`src/rtl/irq_ctrl_pkg.sv`:
```
// Shared register map for the interrupt controller, used by the bridge decoder and benches.
package irq_ctrl_pkg;

  localparam logic [2:0] IRQ_PEND   = 3'd0;
  localparam logic [2:0] IRQ_MASK   = 3'd1;
  localparam logic [2:0] IRQ_MODE   = 3'd2;
  localparam logic [2:0] IRQ_ACTIVE = 3'd3;
  localparam logic [2:0] IRQ_SWTRIG = 3'd4;

  localparam int ACTIVE_VALID_BIT = 31;

endpackage

```
`src/rtl/irq_prio_enc.sv`:
```
// Lowest-index-wins priority encoder over the masked pending vector.
module irq_prio_enc #(
  parameter int NSRC = 6
) (
  input  logic [NSRC-1:0] req,
  output logic            valid,
  output logic [2:0]      idx
);

  // Scan from the top down so the lowest set index is the last one written.
  always_comb begin
    valid = 1'b0;
    idx   = 3'd0;
    for (int i = NSRC - 1; i >= 0; i--) begin
      if (req[i]) begin
        valid = 1'b1;
        idx   = 3'(i);
      end
    end
  end

endmodule

```
`src/rtl/irq_ctrl.sv`:
```
// Interrupt controller: level/edge latching of device lines, Pr-bus register file, registered HWInt.
module irq_ctrl
  import irq_ctrl_pkg::*;
#(
  parameter int NSRC = 6
) (
  input  logic            clk,
  input  logic            reset,
  input  logic [NSRC-1:0] IrqSrc,
  input  logic            Sel,
  input  logic [2:0]      Addr,
  input  logic            We,
  input  logic [31:0]     WData,
  output logic [31:0]     RData,
  output logic [NSRC-1:0] HWInt
);

  logic [NSRC-1:0] src_q;
  logic [NSRC-1:0] src_d;
  logic [NSRC-1:0] pend;
  logic [NSRC-1:0] mask;
  logic [NSRC-1:0] mode;
  logic [NSRC-1:0] pend_next;
  logic [NSRC-1:0] rise;
  logic [NSRC-1:0] w1c;
  logic [NSRC-1:0] swtrig;
  logic            wr;
  logic            act_valid;
  logic [2:0]      act_idx;
  logic            unused_wdata;

  assign wr           = Sel & We;
  assign rise         = src_q & ~src_d;
  assign w1c          = (wr && Addr == IRQ_PEND)   ? WData[NSRC-1:0] : '0;
  assign swtrig       = (wr && Addr == IRQ_SWTRIG) ? WData[NSRC-1:0] : '0;
  assign unused_wdata = ^WData;

  // Level bits track the synchronised line; edge bits hold until cleared, and a set beats a clear.
  always_comb begin
    pend_next = '0;
    for (int i = 0; i < NSRC; i++) begin
      if (mode[i]) pend_next[i] = (pend[i] & ~w1c[i]) | rise[i] | swtrig[i];
      else         pend_next[i] = src_q[i];
    end
  end

  always_ff @(posedge clk or negedge reset) begin
    if (!reset) begin
      src_q <= '0;
      src_d <= '0;
      pend  <= '0;
      mask  <= '0;
      mode  <= '0;
      HWInt <= '0;
    end else begin
      src_q <= IrqSrc;
      src_d <= src_q;
      pend  <= pend_next;
      if (wr && Addr == IRQ_MASK) mask <= WData[NSRC-1:0];
      if (wr && Addr == IRQ_MODE) mode <= WData[NSRC-1:0];
      HWInt <= pend & mask;
    end
  end

  irq_prio_enc #(.NSRC(NSRC)) u_prio (
    .req   (pend & mask),
    .valid (act_valid),
    .idx   (act_idx)
  );

  always_comb begin
    RData = '0;
    case (Addr)
      IRQ_PEND:   RData = 32'(pend);
      IRQ_MASK:   RData = 32'(mask);
      IRQ_MODE:   RData = 32'(mode);
      IRQ_ACTIVE: begin
        RData                   = 32'(act_idx);
        RData[ACTIVE_VALID_BIT] = act_valid;
      end
      default:    RData = '0;
    endcase
  end

endmodule

```
`config.mk`:
```
export PLATFORM = sky130hd
export DESIGN_NAME = irq_ctrl
export DESIGN_NICKNAME = d
export VERILOG_FILES = /design/src/rtl/irq_ctrl_pkg.sv /design/src/rtl/irq_prio_enc.sv /design/src/rtl/irq_ctrl.sv
export SDC_FILE = /design/constraint.sdc
export NUM_CORES = 1
export LEC_CHECK = 0
export BUFFER_PORTS_ARGS = -buffer_cell sky130_fd_sc_hd__buf_2
export CORE_ASPECT_RATIO = 1.2
export CORE_MARGIN = 5
export CORE_UTILIZATION = 45
export CTS_BUF_LIST = sky130_fd_sc_hd__clkbuf_8
export DETAILED_ROUTE_END_ITERATION = 8
export GPL_TIMING_DRIVEN = 1
export MAX_ROUTING_LAYER = met4
export PLACE_DENSITY = 0.79
export SYNTH_ARGS = -nofsm -noshare
export SYNTH_HDL_FRONTEND = slang
export SYNTH_SLANG_ARGS = --single-unit
```
`constraint.sdc`:
```
create_clock -name clk -period 1.55 [get_ports clk]
set_input_delay 0.155 -clock clk [delete_from_list [all_inputs] [get_ports clk]]
set_output_delay 0.155 -clock clk [all_outputs]
set_load 0.01 [all_outputs]
```
==> out/metrics.csv <==
stage,metric,value,unit
synth,avgSynthCellArea,10.8,um2
worst_setup_path,cpPeakStageDelay,0.53,ns
power,p_seq_share,48.5,%
floorplan,core,3690,um2
clock_tree,clock_sinks,36,
global_routing,grt_pass1_vias,1268,
floorplan,fp-row-count,24,
timing,period_needed,1.73,ns
floorplan,die_area,5200,um2
place,placed_cells,252,
layout,antenna_cells,0,
min_path,min_from,WData[0],
route,ant_nets,0,
min_path,hold_class,primary input to flop,
floorplan,start_util,47.0,%
worst_setup_path,required,1.39,ns
global_routing,grt_usage,14.5,%
place,pre_cts_ws,0.0592,ns
place,dp_hpwl,2540,um
clock_tree,worstSkewPairLatency,0.28,ns
worst_setup_path,end_kind,primary output,
worst_setup_path,r2r_slack,0.67,ns
layout,final_cells,270,
route,vias,1259,
timing,hold_violations,0,
synth,synth_cells,161,
place,place.gp.congestion,0.793,
layout,nets,262,
synth,ys_dominant_reg_cell,dfrtp_1,
timing,rsz0062_at_grt,true,
synth,yosys_warnings,0,
floorplan,die_h,78.0,um
global_routing,grt.overflow.total,0,
route,wl_met1,1330,um
clock_tree,cts.clk_slew.worst_paths,0.07,ns
route,wl_met3,182,um
timing,final.period_utilization,111,%
power,intPower,1.75,mW
worst_setup_path,critPathMaxFanout,2,
worst_setup_path,rr_endpoint,mask[0],
global_routing,grt_max_degree,37,
floorplan,die_w,66.7,um
status,violations,negative setup slack,
synth,synthArstFlopShare,100,%
clock_tree,clock_path_buffers,2,
synth,synth_edf_count,0,
power,switching_share,28.7,%
route,drc,0,
floorplan,io_pins,83,
route,dr_wl_met2,1930,um
worst_setup_path,rr_worst_depth,2,
power,power.total,2.46,mW
worst_setup_path,cp_slowest_cell,or4_4,
min_path,hold_path_depth,2,
timing,fin_skew,0.00327,ns
worst_setup_path,crit_path_start_kind,flop,
clock_tree,numCtsBuffers,5,
global_routing,antenna_found_initial,0,
synth,yosysSeqAreaShare,51.9,%
worst_setup_path,timing.critical_path.from,mask[1],
layout,layout-drive-gt1-share,38.1,%
route,drtPass1Iterations,4,
route,first_iter_violations,33,
job,maxCapViolations,0,
clock_tree,htreeDepth,2,
power,vdd_drop_max,0.705,mV
place,place_area,1940,um2
layout,regArea,901,um2
synth,yosys-top-cells-area,"dfrtp_1 52%, buf_4 11%, mux2_2 7.8%",
power,power_density,1120,nW/um2
clock_tree,cts_tree,yes,
synth,synth_most_common_cell,dfrtp_1,
synth,synth_area,1740,um2
power,clkPwrFrac,26.8,%
power,comb_power_share,24.7,%
worst_setup_path,worstSetupPathType,flop to primary output,
route,avgViaCountPerCell,4.66,
worst_setup_path,worstPathCellList,and2_4 > or4_4 > o21ai_2 > buf_2,
timing,max_freq,579,MHz
place,port_buffers,31,
route,wl_per_cell,12.9,um
status,status,"complete, but fails checks",
layout,fin_area,2190,um2
route,highest_layer,met4,
synth,synth_top_area_share,51.9,%
power,power.switching,0.704,mW
layout,area_growth,26.0,%
clock_tree,root_buffer,clkbuf_8,
synth,synth_top_cells_by_count,"36 x dfrtp_1, 26 x buf_4, 21 x nand2_1",
layout,n_fill_cell,316,
synth,synth_seq_cells,36,
timing,drv_slew,0,
power,leakage,1.09,nW
layout,multi_input_area,747,um2
worst_setup_path,rr_startpoint,mask[0],
global_routing,grt_pass1_wl,5650,um
synth,synth_top_area_cell,dfrtp_1,
route,wl,3480,um
synth,ys_types,26,
timing,setup_viol,2,
timing,timing.final.ws_setup,-0.177,ns
worst_setup_path,endpoint,RData[1],
worst_setup_path,crit_arrival,1.57,ns
## worst max-delay path, delay by kind of cell (launching register included)
kind | cells | cell delay [ns]
simple gates | 2 | 0.69
flops | 1 | 0.37
buf+inv | 1 | 0.15
compound gates | 1 | 0.08
## routing by layer
| layer | track usage (%) | up-vias |
|---|---|---|
| li1 | - | 617 |
| met1 | 15.6 | 605 |
| met2 | 25.9 | 35 |
| met3 | 3.14 | 2 |
| met4 | 4.88 | 0 |
| met5 | - | - |
## cell usage in the layout, fill, tap and decap left out, drive strengths merged, types with 2 or more instances in the layout
cell type | synthesis | routed
buf | 30 | 48
nand4 | 6 | 6
and2 | 5 | 5
mux2i | 6 | 6
dfrtp | 36 | 36
mux2 | 12 | 12
nor2 | 13 | 13
clkinv | 0 | 2
nand3 | 12 | 12
clkbuf | 0 | 6
a21oi | 7 | 7
conb | 1 | 25
nand2 | 21 | 21
dlygate4sd3 | 0 | 7
## kinds of logic (layout without fill, tap and decap cells)
kind of cell,after synthesis,after routing,share of synthesized area [%]
muxes,18,18,11.2
AOI/OAI and AO/OA,12,12,4.11
other,1,25,0.216
DFF,36,36,51.9
buffers and inverters,31,64,12.9
and+or+nand+nor,63,63,19.6
## power groups by stage
stage	clock network, mW	logic (mW)	registers (mW)
2_1_floorplan	0	0.343	1.20
3_3_place_gp	0	0.479	1.20
3_5_place_dp	0	0.492	1.20
4_1_cts	0.677	0.567	1.19
5_1_grt	0.734	0.670	1.21
6_report	0.658	0.606	1.19
## per-stage QoR
stage | TNS (ns) | utilization [%] | hold WS [ns]
4_1_cts | -0.313 | 58.4 | 0.148
3_5_place_dp | 0 | 52.6 | 0.212
5_1_grt | -0.513 | 59.2 | 0.152
3_3_place_gp | 0 | 52.6 | 0.214
2_1_floorplan | 0 | - | -0.141
6_report | -0.277 | 59.2 | 0.154
## state kept, by name, summed over array words and instances, names as in the netlist
name,cells
HWInt,6
src_q,6
mask,6
mode,6
src_d,6
pend,6
## area by class of cell
cell class              count  share of cell area [%]
clock inverters             2                   0.458
multi-input cells         118                    34.2
repair buffers             55                    17.2
inverters                   1                   0.172
clock buffers               6                    3.78
flip-flops and latches     36                    41.2
well taps                  52                    2.98
## worst min path at each step
stage / endpoint / slack (ns)
3_5_place_dp: src_q[4] / 0.21
2_1_floorplan: HWInt[0] / -0.14
6_report: mode[0] / 0.15
5_1_grt: mask[3] / 0.15
3_3_place_gp: src_d[4] / 0.21
4_1_cts: mask[4] / 0.15
## timing repair
item | CTS | global route
pin swaps | 5 | 7
endpoints found under the hold margin | 42 | 0
setup endpoints to repair | 2 | 3
hold buffers | 7 | 0
buffers inserted | 2 | 2
cloned | 0 | 0
gates resized for setup | 11 | 6
Power figures use the tool's default switching activity.
